<file path="config.mk">
export PLATFORM = sky130hd
export DESIGN_NAME = fan_speed_sel
export DESIGN_NICKNAME = d
export VERILOG_FILES = /design/src/rtl/fan_speed_sel.sv
export SDC_FILE = /design/constraint.sdc
export NUM_CORES = 1
export LEC_CHECK = 0
export CORE_MARGIN = 2
export CORE_UTILIZATION = 55
export DETAILED_ROUTE_END_ITERATION = 12
export HOLD_SLACK_MARGIN = 0.03
export PLACE_DENSITY = 0.89
export REMOVE_ABC_BUFFERS = 1
export SYNTH_ARGS = -nofsm -noshare
export SYNTH_HDL_FRONTEND = slang
export SYNTH_SLANG_ARGS = --single-unit
</file>
<file path="constraint.sdc">
create_clock -name clk_us -period 7.9 [get_ports clk_us]
set_input_delay 1.185 -clock clk_us [delete_from_list [all_inputs] [get_ports clk_us]]
set_output_delay 1.185 -clock clk_us [all_outputs]
set_load 0.01 [all_outputs]
</file>
<file path="src/rtl/fan_speed_sel.sv">
// ---------------------------------------------------------------------------
// fan_speed_sel
//   Upstream stage of the fan PWM generator. Tracks the peak audio magnitude
//   over fixed windows of WIN_US ticks, quantises each window's peak against
//   three thresholds and steps the fan speed index up or down by at most one
//   level per window. Down-steps need a hysteresis margin and a minimum dwell
//   since the last change so music transients do not make the fan chatter.
//
// Ports
//   clk_us        in   1     1 MHz system tick clock
//   rst           in   1     synchronous reset, active-high (beats enable)
//   enable        in   1     0 = force OFF and clear all state
//   sample_valid  in   1     sample qualifies this cycle
//   sample        in   SW    unsigned audio magnitude
//   speed         out  2     speed code (HIGH=00, MED=01, LOW=10, OFF=11)
//   level         out  SW    peak of the last completed window
//   speed_change  out  1     one-cycle pulse on the edge where speed changes
// ---------------------------------------------------------------------------
module fan_speed_sel #(
    parameter int SW        = 12,
    parameter int WIN_US    = 50000,
    parameter int TH_LOW    = 256,
    parameter int TH_MED    = 1024,
    parameter int TH_HIGH   = 2560,
    parameter int HYST      = 64,
    parameter int DWELL_WIN = 4
) (
    input  logic          clk_us,
    input  logic          rst,
    input  logic          enable,
    input  logic          sample_valid,
    input  logic [SW-1:0] sample,
    output logic [1:0]    speed,
    output logic [SW-1:0] level,
    output logic          speed_change
);

    localparam int CW  = (WIN_US > 1) ? $clog2(WIN_US) : 1;
    localparam int DWW = (DWELL_WIN > 0) ? $clog2(DWELL_WIN + 1) : 1;

    localparam logic [CW-1:0]  WIN_LAST  = CW'(WIN_US - 1);
    localparam logic [DWW-1:0] DWELL_MAX = DWW'(DWELL_WIN);

    // Up thresholds, and the down thresholds (TH - HYST, saturated at zero)
    // that the window peak must fall below before leaving that level.
    localparam logic [SW-1:0] TH1 = SW'(TH_LOW);
    localparam logic [SW-1:0] TH2 = SW'(TH_MED);
    localparam logic [SW-1:0] TH3 = SW'(TH_HIGH);
    localparam logic [SW-1:0] DN1 = (TH_LOW  > HYST) ? SW'(TH_LOW  - HYST) : '0;
    localparam logic [SW-1:0] DN2 = (TH_MED  > HYST) ? SW'(TH_MED  - HYST) : '0;
    localparam logic [SW-1:0] DN3 = (TH_HIGH > HYST) ? SW'(TH_HIGH - HYST) : '0;

    // Speed index: 0=OFF, 1=LOW, 2=MED, 3=HIGH. The output code is its inverse.
    logic [CW-1:0]  win_cnt_q,      win_cnt_d;
    logic [SW-1:0]  peak_q,         peak_d;
    logic [1:0]     idx_q,          idx_d;
    logic [DWW-1:0] dwell_cnt_q,    dwell_cnt_d;
    logic [1:0]     speed_q,        speed_d;
    logic [SW-1:0]  level_q,        level_d;
    logic           speed_change_q, speed_change_d;

    logic [SW-1:0]  sample_eff;
    logic [SW-1:0]  fin;
    logic           win_end;
    logic [1:0]     rank;
    logic [SW-1:0]  down_th;
    logic           dwell_ok;

    always_comb begin
        // NOTE: every signal gets a default before any branch so no latch is inferred.
        sample_eff = sample_valid ? sample : '0;
        // Running max including this cycle's sample; at window end this is the final peak.
        fin        = (sample_eff > peak_q) ? sample_eff : peak_q;
        win_end    = (win_cnt_q == WIN_LAST);
        rank       = 2'(fin >= TH1) + 2'(fin >= TH2) + 2'(fin >= TH3);
        dwell_ok   = (dwell_cnt_q >= DWELL_MAX);

        unique case (idx_q)
            2'd1:    down_th = DN1;
            2'd2:    down_th = DN2;
            2'd3:    down_th = DN3;
            default: down_th = '0;
        endcase

        win_cnt_d      = win_cnt_q;
        peak_d         = peak_q;
        idx_d          = idx_q;
        dwell_cnt_d    = dwell_cnt_q;
        level_d        = level_q;
        speed_change_d = 1'b0;

        if (!enable) begin
            // Forced OFF looks exactly like reset and never pulses speed_change.
            win_cnt_d   = '0;
            peak_d      = '0;
            idx_d       = 2'd0;
            dwell_cnt_d = '0;
            level_d     = '0;
        end else if (win_end) begin
            win_cnt_d = '0;
            peak_d    = '0;
            level_d   = fin;
            if (rank > idx_q) begin
                // Up-steps are never dwell-gated, but climb one level per window.
                idx_d          = idx_q + 2'd1;
                dwell_cnt_d    = '0;
                speed_change_d = 1'b1;
            end else if ((rank < idx_q) && (fin < down_th) && dwell_ok) begin
                idx_d          = idx_q - 2'd1;
                dwell_cnt_d    = '0;
                speed_change_d = 1'b1;
            end else if (!dwell_ok) begin
                dwell_cnt_d = dwell_cnt_q + DWW'(1);
            end
        end else begin
            win_cnt_d = win_cnt_q + CW'(1);
            peak_d    = fin;
        end

        speed_d = ~idx_d;
    end

    always_ff @(posedge clk_us) begin
        // NOTE: sequential state uses non-blocking assignments only, so every flop samples pre-edge values.
        if (rst) begin
            win_cnt_q      <= '0;
            peak_q         <= '0;
            idx_q          <= 2'd0;
            dwell_cnt_q    <= '0;
            speed_q        <= 2'b11;
            level_q        <= '0;
            speed_change_q <= 1'b0;
        end else begin
            win_cnt_q      <= win_cnt_d;
            peak_q         <= peak_d;
            idx_q          <= idx_d;
            dwell_cnt_q    <= dwell_cnt_d;
            speed_q        <= speed_d;
            level_q        <= level_d;
            speed_change_q <= speed_change_d;
        end
    end

    assign speed        = speed_q;
    assign level        = level_q;
    assign speed_change = speed_change_q;

endmodule
</file>
# --- Word level (Yosys, flattened, before mapping) ---
# Cells that the tools add are included.
word_totals:
  reg_bits: 48
  input_bits: 16
  out_inout_bits: 15
  elab_cells: 47
op_classes:
  add_sub_neg: 6
  order_cmp: 8
  n_eq_ne: 5
  mux: 12
  bitwise_logic: 3
  n_reduce_logical: 6
ops:
  columns: ["operator", "count"]
  rows:
  - ["$pmux 12 s3", 1]
  - ["$mux 12", 2]
  - ["$add 16x1->16 const B", 1]
  - ["$eq 16x16->1 const B", 1]
  - ["$ge 12x11->1 const B", 1]
  - ["$ge 12x12->1 const B", 1]
  - ["$ge 12x9->1 const B", 1]
  - ["$gt 12x12->1", 1]
  - ["$lt 12x12->1", 1]
  - ["$mux 3", 3]
  - ["$mux 2", 4]
  - ["$reduce_or 3->1", 2]
  - ["$eq 2x2->1 const B", 2]
  - ["$add 3x1->3 const B", 1]
  - ["$ge 3x3->1 const B", 1]
  - ["$ne 3x1->1 const B", 1]
  - ["$add 1x1->2", 1]
  - ["$add 2x1->2", 1]
  - ["$add 2x1->2 const B", 1]
  - ["$eq 2x1->1 const B", 1]
  - ["$gt 2x2->1", 1]
  - ["$logic_and 1x1->1", 2]
  - ["$lt 2x2->1", 1]
  - ["$mux 1", 2]
  - ["5 further kinds", 6]

# --- Logic depth before layout (Yosys ltp) ---
# Gate-level depths: netlist of the first run.
logic_depth:
  word_depth: 14
  depth_mapped: 21
  mapped_depth_nobuf: 20

# --- Worst setup path after synthesis of the first run ---
# Ideal clock, no wire load.
synth_timing:
  kind: "input-to-reg"
  startpoint: "in sample_valid"
  endpoint: "reg idx_q[0]"
  setup_time_ns: 0.120
  arrival_ns: 5.025
  required_ns: 7.780
  path_slack_ns: 2.755
  cell_stages: 19
  n_path_buf: 2
  cell_sequence: "clkbuf_1 > and2_1 > ha_1 > nor2b_1 > o211ai_1 > a211o_1 > a31oi_4 > buf_2 > nor2_1 > a21oi_1 > nand4_1 > fa_1 > ha_1 > a21oi_1 > nand3b_1 > nor2_1 > o2111ai_2 > and4_1 > or2_1"
synth_via:
  elab_chain_cells: 13
synth_lines:
  columns: ["item", "line", "text"]
  rows:
  - ["start, declared", "31", "input logic sample_valid,"]
  - ["$mux 12 *", "71", "sample_eff = sample_valid ? sample : '0;"]
  - ["$gt 12x12->1", "73", "fin = (sample_eff > peak_q) ? sample_eff : peak_q;"]
  - ["$mux 12 *", "73", null]
  - ["$ge 12x9->1 or $ge 12x11->1 (tied branches)", "75", "rank = 2'(fin >= TH1) + 2'(fin >= TH2) + 2'(fin >= TH3);"]
  - ["$add 1x1->2", "75", null]
  - ["$add 2x1->2", "75", null]
  - ["$lt 2x2->1", "108", "end else if ((rank < idx_q) && (fin < down_th) && dwell_ok) begin"]
  - ["$logic_and 1x1->1 (2 in a row)", "108", null]
  - ["$mux 2", "108", null]
  - ["$mux 2 *", "103", "if (rank > idx_q) begin"]
  - ["$mux 2 *", "99", "end else if (win_end) begin"]
  - ["$mux 2 *", "92", "if (!enable) begin"]
  - ["end signal, assigned", "136", "idx_q <= idx_d;"]
  - ["end, declared", "56", "logic [1:0] idx_q, idx_d;"]
# Every way passes the cells marked *; elsewhere a longest branch is shown, timed or not.
# A chain may end at the register's enable or synchronous reset.

# --- Final worst setup path of the first run ---
# Same ends and word-level chain as after synthesis.

==> flow_metrics.tcl, run 1 <==
set metrics [dict create \
    die_y_um 71.9 \
    cp-end-kind "flip-flop" \
    reg2reg_depth 17 \
    io_pins 31 \
    area_delta_synth_final_pct 16.0 \
    met2_length_um 2520 \
    synth_cells 302 \
    min_period_ns 6.01 \
    crit_required_ns 8.10 \
    grt_pass1_vias 2129 \
    critPathTopFamily "compound AO/OA/AOI/OAI gates" \
    holdCritPathClass "flip-flop to flip-flop" \
    maxSlewViolCount 0 \
    dr_wl_met3_um 289 \
    reg2reg_setup_slack_ns 3.31 \
    pwr-share-clk_pct 30.5 \
    wire_per_inst_um 13.8 \
    netlist.area_leader.share_pct 37.9 \
    placement.io_buffers 30 \
    place.gp.congestion 0.863 \
    crit_arrival_ns 6.21 \
    drive_above_1_share_pct 4.56 \
    die_w_um 71.9 \
    fp.coreArea_um2 4380 \
    yosys_warnings 0 \
    worst_pin_slew_ns 0.911 \
    ys_ff_latch 48 \
    path_cells "clkdlybuf4s50_1, and2_1, ha_1, nand4_1, a211o_1, a31oi_4, nor2_1, a21oi_1, nand4_1, fa_1, inv_1, ha_1, inv_1, a21oi_1, a21oi_1, o21ai_0, and4_1, or2_1" \
    vias 2151 \
    clock_skew_ns 0.0158 \
    grt_max_degree 28 \
    post-dp-hpwl_um 3740 \
    wl_um 5270 \
    cts_sinks 48 \
    cts_tree "built" \
    antenna_left 0 \
    slowest_delay_ns 0.66 \
    synthMostInstantiatedCell "nor2_1" \
    ys_top_cells_by_area "dfxtp_1 (38%), ha_1 (11%), nor2_1 (8.7%), a21oi_1 (4.5%), a211oi_1 (4.1%)" \
    powerDensity_nw_per_um2 160 \
    htreeDepth 2 \
    antenna_cells 0 \
    ys.flop_type "dfxtp_1" \
    startpoint_type "input port" \
    synth_edf_count 0 \
    pwr-share-comb_pct 17.3 \
    avgSynthCellArea_um2 8.39 \
    dr.pass1.iters 4 \
    swShare_pct 28.2 \
    synthesis.area_um2 2530 \
    initial_core_util_pct 57.8 \
    grt_setup_unrepaired "no" \
    final_util_pct 67.1 \
    status "finished clean" \
    hold_viol 0 \
    max-cap-violations 0 \
    clk_pin_slew_worst_paths_ns 0.09 \
    grt_first_pass_wirelength_um 9140 \
    crit_fanout 23 \
    initialDrtViolationCount 146 \
    r2r_start "peak_q[10]$_SDFF_PP0_" \
    setup_tns_ns 0 \
    r2r-end "idx_q[0]$_SDFF_PP0_" \
    grt_overflow 0 \
    grt_util_all_layers_pct 22.6 \
    hold_depth 1 \
    critPathKind "input port to flip-flop" \
    ys_seq_area_share_pct 37.9 \
    numCtsBuffers 5 \
    root_buffer "clkbuf_8" \
    cp_num_buf_inv 3 \
    clock_latency_ns 0.31 \
    drt-met1-wl_um 2390 \
    rows 24 \
    synth_cell_types 43 \
    period_share_pct 76.1 \
    post_cts_resized 0 \
    nets 369 \
    antenna_found_initial 0 \
    hp-start "win_cnt_q[0]$_SDFF_PP0_" \
    ir_worst_vdd_mv 0.0986 \
    die_area_um2 5170 \
    topRoutingLayerUsed "met4" \
    p_sw_uw 133 \
    yosys-top-cells-count "nor2_1 (59), dfxtp_1 (48), a21oi_1 (23), ha_1 (23), inv_1 (23)" \
    hold_end "win_cnt_q[0]$_SDFF_PP0_" \
    crit_slowest_cell "clkdlybuf4s50_1" \
    postCtsSetupBuffers 0 \
    cpMostUsedCell "a21oi_1" \
    synthArstFlopShare_pct 0 \
    p_seq_share_pct 52.2 \
    power_leakage_uw 0.00106 \
    via_per_inst 5.65 \
    setup_viol 0 \
    synth_area_leader_cell "dfxtp_1" \
    cts_buffer_depth 2 \
    drt_drc_violations_left 0 \
    ctsHoldBuffers 0 \
    max_freq_mhz 166 \
    internal_power_uw 337 \
    relSlewSlack_pct 39.3 \
]
-- kinds of logic after synthesis --
kind of cell / after synthesis / share of synthesized area (%)
AND/OR/NAND/NOR: 125 / 23.8
buffers and inverters: 33 / 4.99
AO/OA/AOI/OAI: 58 / 15.6
flip-flops: 48 / 37.9
adder cells (fa/ha/maj): 24 / 12.1
XOR/XNOR: 11 / 3.80
multiplexers: 3 / 1.83
-- placed cells by master (no fill, tap or decap), drive strengths merged, types with 2 or more instances in the layout --
cell type | synthesis | final
o21ai | 8 | 8
nor3 | 6 | 6
and2 | 10 | 10
nor2 | 59 | 59
clkdlybuf4s50 | 0 | 30
or3 | 7 | 7
inv | 23 | 23
a211oi | 14 | 14
clkbuf | 7 | 5
nand2 | 16 | 16
and4 | 2 | 2
nand2b | 2 | 2
ha | 23 | 23
nor2b | 3 | 3
xnor2 | 3 | 3
mux2i | 3 | 3
dfxtp | 48 | 48
a31oi | 3 | 3
and3 | 2 | 2
o31ai | 2 | 2
xor2 | 8 | 8
a21oi | 23 | 23
nand3 | 5 | 5
nand4 | 8 | 8
-- layer usage --
metal	vias to the layer above	global-route usage, %
met5	-	0
met2	58	38.2
met3	6	5.49
met4	0	9.01
li1	1095	-
met1	992	27.6
-- stage by stage --
step	hold WS (ns)	worst slack (ns)	area [µm²]	power, µW	instances
4_1_cts	0.455	1.97	2940	471	381
6_report	0.451	1.89	2940	470	381
2_1_floorplan	0.418	2.83	2490	308	292
3_5_place_dp	0.442	1.66	2860	331	374
3_3_place_gp	0.430	1.87	2860	328	374
5_1_grt	0.466	1.46	2940	493	381
-- flip-flops by register name, indices dropped and copies added (netlist names) --
signal        cells
win_cnt_q        16
peak_q           12
dwell_cnt_q       3
idx_q             2
speed             2
level            12
speed_change      1
-- cell type report --
type | count | area [µm²]
clock inverters | 2 | 12.5
multi-input cells | 221 | 1450
flip-flops and latches | 48 | 961
inverters | 23 | 86.3
clock buffers | 5 | 68.8
repair buffers | 30 | 300
fillers | 351 | 1440
well taps | 52 | 65.1
-- power by group through the flow --
stage	Sequential (µW)	Combinational (µW)	Clock, µW
after floorplan	251	57.3	0
after global placement	251	76.6	0
after detailed placement	251	79.5	0
after CTS	245	80.2	145
after global routing	246	91.9	155
final	245	81.5	143
-- how the worst max path moves through the flow --
stage | from | endpoint | cells past startpoint
3_5_place_dp | sample_valid | idx_q[0]$_SDFF_PP0_ | 17
3_3_place_gp | sample_valid | idx_q[0]$_SDFF_PP0_ | 16
6_report | sample_valid | idx_q[0]$_SDFF_PP0_ | 18
5_1_grt | sample_valid | idx_q[0]$_SDFF_PP0_ | 20
2_1_floorplan | sample[10] | idx_q[0]$_SDFF_PP0_ | 15
4_1_cts | sample_valid | idx_q[0]$_SDFF_PP0_ | 17
Note: power is estimated with default switching activity, not from simulation.
==> run 2, diff against run 1 <==
CORE_UTILIZATION = 50   (was 55)
PLACE_DENSITY = 0.86   (was 0.89)
clock period = 5.43 ns   (was 7.9 ns; I/O delays follow)
==> flow_metrics.tcl, run 2 (synthesized netlist as in run 1, its figures left out) <==
set metrics [dict create \
    final_common_cell "nor2_1" \
    grt_setup_unrepaired "no" \
    dr.pass1.iters 4 \
    drive_above_1_share_pct 7.10 \
    placement.io_buffers 30 \
    die_w_um 75.2 \
    vias 2191 \
    antenna_found_initial 0 \
    min_period_ns 4.92 \
    crit_fanout 5 \
    drt_drc_violations_left 0 \
    rows 25 \
    layout_common_cells "nor2_1 (59), dfxtp_1 (48), clkdlybuf4s50_1 (29)" \
    die_area_um2 5650 \
    crit_arrival_ns 5.13 \
    antenna_cells 0 \
    power_leakage_uw 0.00111 \
    place.gp.congestion 0.890 \
    period_share_pct 90.6 \
    via_per_inst 5.41 \
    worst_pin_slew_ns 0.931 \
    regMostFlops "win_cnt_q" \
    grt_max_degree 28 \
    setup_tns_ns 0 \
    grt_util_all_layers_pct 20.9 \
    numCtsBuffers 5 \
    relSlewSlack_pct 37.9 \
    area_delta_synth_final_pct 20.1 \
    grt_overflow 0 \
    slowest_delay_ns 0.45 \
    clk_pin_slew_worst_paths_ns 0.10 \
    ctsHoldBuffers 0 \
    critPathKind "input port to flip-flop" \
    post-dp-hpwl_um 3850 \
    wl_um 5420 \
    clock_latency_ns 0.31 \
    grt_first_pass_wirelength_um 8980 \
    fill_cells 416 \
    hold_viol 0 \
    status "finished clean" \
    max-cap-violations 0 \
    maxSlewViolCount 0 \
    cp-end-kind "flip-flop" \
    fp.coreArea_um2 4820 \
    clock_skew_ns 0.0127 \
    initialDrtViolationCount 162 \
    critPathTopFamily "simple AND/OR/NAND/NOR gates" \
    die_y_um 75.2 \
    io_pins 31 \
    timing.hold.ws_ns 0.467 \
    cts_buffer_depth 2 \
    nets 377 \
    ir_worst_vdd_mv 0.138 \
    largest_register_ffs 16 \
    cts_sinks 48 \
    htreeDepth 2 \
    cts_tree "built" \
    powerDensity_nw_per_um2 236 \
    wire_per_inst_um 13.4 \
    root_buffer "clkbuf_8" \
    holdCritPathClass "flip-flop to flip-flop" \
    initial_core_util_pct 52.6 \
    antenna_left 0 \
    crit_required_ns 5.64 \
    max_freq_mhz 203 \
    path_cells "clkdlybuf4s50_1, and2_1, ha_1, nand4_1, a211o_1, a31oi_4, mux2i_4, buf_4, nand2_1, fa_1, inv_1, ha_1, inv_1, a21oi_1, nand3b_1, nor2_1, o21ai_0, and4_1, or2_1" \
    cp_num_buf_inv 4 \
    crit_slowest_cell "fa_1" \
    grt_pass1_vias 2083 \
    setup_viol 0 \
    startpoint_type "input port" \
]
[run 2: through the flow]
stage | utilization [%] | area [µm²] | std cells | total power [µW] | setup slack [ns]
after floorplan | - | 2490 | 292 | 448 | 0.733
after detailed placement | 60.7 | 2920 | 395 | 490 | -0.132
after global placement | 60.7 | 2920 | 395 | 484 | 0.121
after global routing | 63.2 | 3040 | 405 | 747 | 0.279
final | 63.2 | 3040 | 405 | 717 | 0.509
after CTS | 62.6 | 3020 | 403 | 712 | 0.176
[run 2: metal layers]
metal | GRT usage, % | wire [µm]
met3 | 5.09 | 224
met4 | 11.9 | 180
met1 | 25.9 | 2450
met2 | 33.0 | 2570
met5 | 0 | 0
[run 2: layout make-up]
type | count | area [µm²] | area share (%)
Clock buffer | 7 | 86.3 | 2.84
Clock inverter | 1 | 7.51 | 0.247
Inverter | 23 | 86.3 | 2.84
Multi-Input combinational cell | 222 | 1460 | 48.1
Sequential cell | 48 | 961 | 31.6
Tap cell | 67 | 83.8 | 2.75
Timing Repair Buffer | 37 | 355 | 11.7
[run 2: path summary, 6_finish.rpt]
check | endpoint | slack, ns | startpoint | cells after the start
min | win_cnt_q[0]$_SDFF_PP0_ | 0.47 | win_cnt_q[0]$_SDFF_PP0_ | 1
max reg2reg | idx_q[0]$_SDFF_PP0_ | 1.16 | peak_q[10]$_SDFF_PP0_ | 18
min reg2reg | win_cnt_q[0]$_SDFF_PP0_ | 0.47 | win_cnt_q[0]$_SDFF_PP0_ | 1
max | idx_q[0]$_SDFF_PP0_ | 0.51 | sample[10] | 19
[run 2: what timing repair did]
| item | in CTS | in global routing |
|---|---|---|
| buffers inserted | 0 | 1 |
| gates resized for setup | 0 | 2 |
| setup endpoints to repair | 0 | 3 |
[run 2: power by group]
part	switching (µW)	internal [µW]	leakage [µW]
registers	1.77	355	0.000387
logic	74.8	57.4	0.000675
clock network	124	104	0.0000445
total	201	517	0.00111
